===== config.mk =====
export PLATFORM = sky130hd
export DESIGN_NAME = game_timer_flat
export DESIGN_NICKNAME = d
export VERILOG_FILES = /design/src/rtl/game_timer_if.sv /design/src/rtl/game_timer.sv /design/src/flat_wrapper.sv
export SDC_FILE = /design/constraint.sdc
export NUM_CORES = 1
export LEC_CHECK = 0
export CAP_MARGIN = 20
export CORE_ASPECT_RATIO = 1.1
export CORE_MARGIN = 5
export CORE_UTILIZATION = 58
export DETAILED_ROUTE_END_ITERATION = 6
export PLACE_DENSITY = 0.8
export SLEW_MARGIN = 5
export SYNTH_ARGS = -nofsm -noshare
export SYNTH_HDL_FRONTEND = slang
export SYNTH_SLANG_ARGS = --single-unit

===== constraint.sdc =====
create_clock -name CLK_50MHZ -period 3.55 [get_ports CLK_50MHZ]
set_clock_uncertainty 0.1 [all_clocks]
set_input_delay 0.71 -clock CLK_50MHZ [delete_from_list [all_inputs] [get_ports CLK_50MHZ]]
set_output_delay 0.71 -clock CLK_50MHZ [all_outputs]
set_load 0.05 [all_outputs]

===== src/rtl/game_timer_if.sv =====
// Strobe inputs and BCD/status outputs of the match clock, grouped for
// the debounced-button side (master) and the timer core (slave).
interface game_timer_if;
  logic       START;
  logic       PAUSE;
  logic       LOAD;
  logic [6:0] LOAD_MIN;
  logic [3:0] MIN_T;
  logic [3:0] MIN_O;
  logic [3:0] SEC_T;
  logic [3:0] SEC_O;
  logic       RUNNING;
  logic       TICK;
  logic       EXPIRED;

  modport master (
    output START, PAUSE, LOAD, LOAD_MIN,
    input  MIN_T, MIN_O, SEC_T, SEC_O, RUNNING, TICK, EXPIRED
  );

  modport slave (
    input  START, PAUSE, LOAD, LOAD_MIN,
    output MIN_T, MIN_O, SEC_T, SEC_O, RUNNING, TICK, EXPIRED
  );
endinterface


===== src/rtl/game_timer.sv =====
// MM:SS countdown match clock with an internal one-second prescaler,
// BCD digit outputs and registered RUNNING/TICK/EXPIRED status.
module game_timer #(
  parameter int DIV       = 50_000_000,
  parameter int START_MIN = 10
) (
  input  logic CLK_50MHZ,
  input  logic RST,
  game_timer_if.slave bus
);
  localparam int PW = (DIV > 2) ? $clog2(DIV) : 1;

  typedef enum logic [1:0] {IDLE, RUN, PAUSED, DONE} state_t;
  typedef struct packed {
    logic [3:0] mt;
    logic [3:0] mo;
    logic [3:0] st;
    logic [3:0] so;
  } digits_t;

  localparam digits_t RST_DIG = {4'(START_MIN / 10), 4'(START_MIN % 10), 8'h00};

  state_t        state, state_n;
  logic [PW-1:0] cnt, cnt_n;
  digits_t       dig, dig_n, dec, load_dig;
  logic          run_q, run_n, tick_q, tick_n, exp_q, exp_n;
  logic [6:0]    lm;
  logic          wrap;

  assign lm       = (bus.LOAD_MIN > 7'd99) ? 7'd99 : bus.LOAD_MIN;
  assign load_dig = {4'(lm / 7'd10), 4'(lm % 7'd10), 8'h00};
  assign wrap     = (state == RUN) && (cnt == PW'(DIV - 1));

  // Borrow chain; never evaluated at 00:00 because RUN requires a nonzero count.
  always_comb begin
    dec = dig;
    if (dig.so != 4'd0) dec.so = dig.so - 4'd1;
    else begin
      dec.so = 4'd9;
      if (dig.st != 4'd0) dec.st = dig.st - 4'd1;
      else begin
        dec.st = 4'd5;
        if (dig.mo != 4'd0) dec.mo = dig.mo - 4'd1;
        else begin
          dec.mo = 4'd9;
          dec.mt = dig.mt - 4'd1;
        end
      end
    end
  end

  always_comb begin
    state_n = state;
    cnt_n   = cnt;
    dig_n   = dig;
    tick_n  = 1'b0;
    exp_n   = 1'b0;
    case (state)
      IDLE: begin
        if (bus.LOAD) begin
          dig_n = load_dig;
          cnt_n = '0;
        end else if (bus.START && dig != '0) begin
          state_n = RUN;
        end
      end
      RUN: begin
        if (wrap) begin
          cnt_n  = '0;
          dig_n  = dec;
          tick_n = 1'b1;
          // Expiry takes precedence over a coincident pause.
          if (dec == '0) begin
            state_n = DONE;
            exp_n   = 1'b1;
          end else if (bus.PAUSE) begin
            state_n = PAUSED;
          end
        end else begin
          cnt_n = cnt + PW'(1);
          if (bus.PAUSE) state_n = PAUSED;
        end
      end
      PAUSED: begin
        if (bus.LOAD) begin
          dig_n   = load_dig;
          cnt_n   = '0;
          state_n = IDLE;
        end else if (bus.PAUSE || bus.START) begin
          state_n = RUN;
        end
      end
      DONE: begin
        if (bus.LOAD) begin
          dig_n   = load_dig;
          cnt_n   = '0;
          state_n = IDLE;
        end
      end
      default: state_n = IDLE;
    endcase
    run_n = (state_n == RUN);
  end

  always_ff @(posedge CLK_50MHZ or posedge RST) begin
    if (RST) begin
      state  <= IDLE;
      cnt    <= '0;
      dig    <= RST_DIG;
      run_q  <= 1'b0;
      tick_q <= 1'b0;
      exp_q  <= 1'b0;
    end else begin
      state  <= state_n;
      cnt    <= cnt_n;
      dig    <= dig_n;
      run_q  <= run_n;
      tick_q <= tick_n;
      exp_q  <= exp_n;
    end
  end

  assign bus.MIN_T   = dig.mt;
  assign bus.MIN_O   = dig.mo;
  assign bus.SEC_T   = dig.st;
  assign bus.SEC_O   = dig.so;
  assign bus.RUNNING = run_q;
  assign bus.TICK    = tick_q;
  assign bus.EXPIRED = exp_q;
endmodule

===== src/flat_wrapper.sv =====
// flat-port wrapper written by rule: the top's interface ports become plain ports
module game_timer_flat 
#(
  parameter int DIV       = 50_000_000,
  parameter int START_MIN = 10
)
  (CLK_50MHZ, RST, bus_START, bus_PAUSE, bus_LOAD, bus_LOAD_MIN, bus_MIN_T, bus_MIN_O, bus_SEC_T, bus_SEC_O, bus_RUNNING, bus_TICK, bus_EXPIRED);
  game_timer_if bus_i ();
  input  logic CLK_50MHZ;
  input  logic RST;
  input wire logic [$bits(bus_i.START)-1:0] bus_START;
  input wire logic [$bits(bus_i.PAUSE)-1:0] bus_PAUSE;
  input wire logic [$bits(bus_i.LOAD)-1:0] bus_LOAD;
  input wire logic [$bits(bus_i.LOAD_MIN)-1:0] bus_LOAD_MIN;
  output wire logic [$bits(bus_i.MIN_T)-1:0] bus_MIN_T;
  output wire logic [$bits(bus_i.MIN_O)-1:0] bus_MIN_O;
  output wire logic [$bits(bus_i.SEC_T)-1:0] bus_SEC_T;
  output wire logic [$bits(bus_i.SEC_O)-1:0] bus_SEC_O;
  output wire logic [$bits(bus_i.RUNNING)-1:0] bus_RUNNING;
  output wire logic [$bits(bus_i.TICK)-1:0] bus_TICK;
  output wire logic [$bits(bus_i.EXPIRED)-1:0] bus_EXPIRED;
  assign bus_i.START = bus_START;
  assign bus_i.PAUSE = bus_PAUSE;
  assign bus_i.LOAD = bus_LOAD;
  assign bus_i.LOAD_MIN = bus_LOAD_MIN;
  assign bus_MIN_T = bus_i.MIN_T;
  assign bus_MIN_O = bus_i.MIN_O;
  assign bus_SEC_T = bus_i.SEC_T;
  assign bus_SEC_O = bus_i.SEC_O;
  assign bus_RUNNING = bus_i.RUNNING;
  assign bus_TICK = bus_i.TICK;
  assign bus_EXPIRED = bus_i.EXPIRED;
  game_timer #(.DIV(DIV), .START_MIN(START_MIN)) u_core (.CLK_50MHZ(CLK_50MHZ), .RST(RST), .bus(bus_i));
endmodule

==> results.md <==
Outcome:
- The run finished, with violations left.
- The final reports fail on setup timing.

Clock tree:
- The clock sink count is 47.
- For the worst-skew pair, the clock arrives at the later sink with an insertion delay of 310 ps.
- The total clock buffers created by CTS is 5.
- TritonCTS built the clock tree.
- Clock-pin slew was measured on the worst setup and hold paths at 90 ps.
- The level count of the clock H-tree is 2.
- The root buffer selected by CTS is clkbuf_8.
- In this run the deepest clock path goes through 2 buffers.

Detailed routing:
- The via count of the routed design is 3124.
- Once detail routing completed, the nets flagged for antenna violations numbered 0.
- The DRC marker count from the first detailed-route iteration is 186.
- The via count normalized by instance count is 5.98.
- The first-pass detailed-route iteration total is 5.
- The total routed wirelength is 8.38 mm.
- In the final routed layout, each cell accounts on average for 16.1 µm.
- The number of remaining DRC errors is 0.

Critical path:
- Data arrives at the worst endpoint at 3690 ps.
- The worst register-to-register path has a depth of 10.
- The kind of cell adding the most delay to the critical path is compound AO/OA/AOI/OAI gates.
- The worst endpoint required time is 3670 ps.
- STA classifies the critical path endpoint as a flip-flop.
- The endpoint identified for the worst register-to-register timing path is u_core.bus.RUNNING.
- The largest fanout of any net on the critical path is 3.
- Walking the worst path, the cells encountered are buf_6 -> a21oi_4 -> ha_4 -> inv_2 -> a21boi_2 -> o21ai_1 -> ha_2 -> a221o_1 -> o221a_4 -> nor4b_4 -> a21oi_2 -> ha_2 -> and4_4 -> o2bb2ai_2 -> a211oi_2 -> mux2_4 -> a22oi_2.
- The critical path's most frequent cell is ha_2.
- The peak per-stage delay on the critical path is 330 ps.
- The source of the worst register-to-register timing path is u_core.bus.SEC_O[0].
- The sum of buffers and inverters on the critical path is 2.
- The flop-to-flop setup slack is 520 ps.
- The slowest stage of the critical path is the mux2_4 cell.
- The startpoint kind of the worst setup timing path is an input pin.
- The critical path start-end classification is input pin to flip-flop.

Timing:
- The maximum achievable frequency is 280 MHz.
- The slew at the pin closest to its max-slew limit is 779 ps.
- The worst path in the final design needs a cycle of 3570 ps, including I/O delays and setup.
- Once routing completed, OpenROAD measured the worst setup slack at -21.8 ps.
- The hold violation total from the final report was 0.
- The total of endpoints with negative setup slack in the final report is 1.
- Measured against its own limit, the worst slew margin works out to 47.6%.
- The number of slew-limit violations in the final report is 0.
- Of the available clock period, the critical path in the final layout requires 101%.
- Setup repair after global routing could not meet its margin everywhere.

Yosys:
- The synthesized instance count is 389.
- The number of distinct library cell variants in the gate-level netlist after synthesis is 69.
- Counting flops and latches in the post-synthesis netlist gives 47.
- After synthesis the cells add up to 3260 µm².
- Counting flops with an async set or reset pin after synthesis yields a share of 100%.
- The post-synthesis net count is 409.
- The Yosys step of the flow raised 0 warnings.
- The average instance area after synthesis is 8.38 µm².
- Sequential elements use 36.1% of the synthesized area.
- The count of flip-flops with a built-in enable after synthesis is 0.
- The most used flip-flop cell after synthesis is dfrtp_1.

Worst hold path:
- The type of the worst min-delay path is flip-flop to flip-flop.
- The cell depth of the worst hold path is 1.
- The worst min-delay path startpoint is u_core.cnt[25].
- For hold timing, the worst endpoint is u_core.cnt[25].

Global routing:
- Global routing consumed, on the met2 layer, 44.9% of the routing resources.
- For this run the aggregate overflow at the end of global routing stands at 0.
- Entering global routing, the biggest net connects 48 pins.
- The first-pass GRT wire length is 14.3 mm.
- For met3 alone, demand over resource in global routing was 2.85%.
- In the global route stage, overall resource usage came out at 25.4%.
- The number of global-route vias before repair is 3093.
- The met1 layer usage reported by global route is 32.6%.
- The most used routing layer in global routing is met2.
- The number of antenna violations at the first check in global routing came to 0.

Final layout:
- The number of antenna diodes in the final layout is 0.
- In the layout the commonest cells are nand2_1 (54), dfrtp_1 (46), o21ai_0 (43).
- The final layout contains 466 nets.
- Relative to the synthesized area, the layout overhead comes to 23.3%.
- The final non-filler cell total is 522.
- The library cell used most frequently in the layout, excluding fill and tap cells, is nand2_1.
- After routing the design area is 4020 µm².
- Of the cells placed in the final design, the portion with a size suffix greater than 1 is 18.6%.

Floorplanning:
- The die is 88.6 µm tall.
- The die covers 7220 µm².
- For this design the top-level I/O count stands at 31.
- The row count is 28.
- The core region is 5430 µm².
- Once the floorplan was initialized, standard cells occupied 60.0% of the core.
- The die is 81.5 µm wide.

Placement:
- The HPWL after detailed placement is 6.04 mm.
- The count of buffers from port buffering is 30.
- The placed cell area is 3840 µm².
- The congestion estimate from routability-driven global placement came to 0.862.
- Including well taps, the total number of placed cells is 509.

Flow run:
- Max-cap violations in this run came to 0.

Pwr:
- In this run the power density over the cells is 521 nW/µm².
- The static power due to leakage is 1.68 nW.
- IR analysis of the VDD net gives a maximum drop of 0.606 mV.
power breakdown:
| group | internal, mW | switching (mW) |
|---|---|---|
| clock network | 0.139 | 0.191 |
| logic | 0.398 | 0.641 |
| registers | 0.614 | 0.110 |
logic make-up after synthesis:
logic type,Yosys count,synth area share [%]
XOR/XNOR,15,4.03
flip-flops,47,36.1
buffers and inverters,29,4.41
adder cells (fa/ha/maj),8,3.07
AND/OR/NAND/NOR,169,27.6
AO/OA/AOI/OAI,118,23.6
multiplexers,3,1.15
worst register-to-register path: cells and delay by family, from the launching register on:
family | cells | cell delay, ps
AOI/OAI and AO/OA | 3 | 370
buffers and inverters | 1 | 90
adders and majority gates | 1 | 250
and+or+nand+nor | 5 | 1660
DFF | 1 | 460
per-layer routing:
layer,up-vias,part of all wire [%]
met5,-,0
met4,0,1.7
met3,12,4.2
met2,102,51
met1,1485,43
li1,1525,-
cells in the mapped netlist (3+ instances only):
cell	number	share of area (%)
nor3_1	8	1.2
and2_1	5	0.96
ha_1	8	3.1
xnor2_1	5	1.3
nor3b_1	4	0.92
a22o_1	3	0.81
nand4b_1	3	0.81
nand3b_1	6	1.4
o21ai_0	45	6.9
dfrtp_1	46	35
a21oi_1	19	2.9
nand2_1	54	6.2
or3_1	6	1.2
o21ai_1	6	0.92
inv_1	11	1.3
a31oi_1	4	0.77
clkbuf_1	10	1.2
o31ai_1	8	1.8
xor2_1	10	2.7
nand4_1	7	1.3
o21a_1	5	1.2
and3_1	7	1.3
nor2_1	28	3.2
buf_6	4	1.4
nand3_1	15	2.3
nor4_1	4	0.77
buf_2	4	0.61
worst max path at each step:
stage	startpoint	cells past startpoint	end	slack, ps
global route	bus_LOAD_MIN[6]	17	u_core.bus.MIN_O[2]	-180
floorplan	bus_LOAD_MIN[4]	20	u_core.bus.MIN_O[2]	-380
finish	bus_LOAD_MIN[6]	17	u_core.bus.MIN_O[2]	-20
global placement	bus_LOAD_MIN[4]	18	u_core.bus.MIN_O[2]	-670
detailed placement	bus_LOAD_MIN[4]	18	u_core.bus.MIN_O[2]	-830
CTS	bus_LOAD_MIN[5]	17	u_core.bus.MIN_O[2]	-90
metrics by stage:
stage          setup TNS (ps)  worst slack [ps]  utilization [%]  power, mW  hold WS [ps]
5_1_grt                  -399              -180             74.0       2.22           419
6_report                -21.8             -21.8             74.0       2.09           392
3_3_place_gp            -2110              -673             70.7       1.71           378
4_1_cts                 -88.0             -88.0             73.1       2.08           399
2_1_floorplan            -633              -381                -       1.42           351
3_5_place_dp            -2640              -825             70.7       1.74           380
state kept, by name (all words and copies together) (netlist names):
name and flops:
u_core.cnt 26, u_core.bus.MIN_O 4, u_core.bus.MIN_T 4, u_core.bus.SEC_O 4, u_core.bus.SEC_T 4, u_core.state 2
u_core.bus.EXPIRED 1, u_core.bus.RUNNING 1, u_core.bus.TICK 1
final cells by class:
class | instances | area [µm²]
clock buffer | 5 | 68.8
inverter | 11 | 43.8
sequential | 47 | 1180
tap | 75 | 93.8
timing repair buffer | 68 | 609
clock inverter | 3 | 18.8
fill | 410 | 1410
multi-input combinational | 313 | 2010
what timing repair did:
action	4_1_cts	5_1_grt
pin swaps	9	7
setup endpoints to repair	4	3
buffers inserted	2	2
gates resized for setup	20	3
hold buffers	0	0
Note: power is estimated with default switching activity, not from simulation.
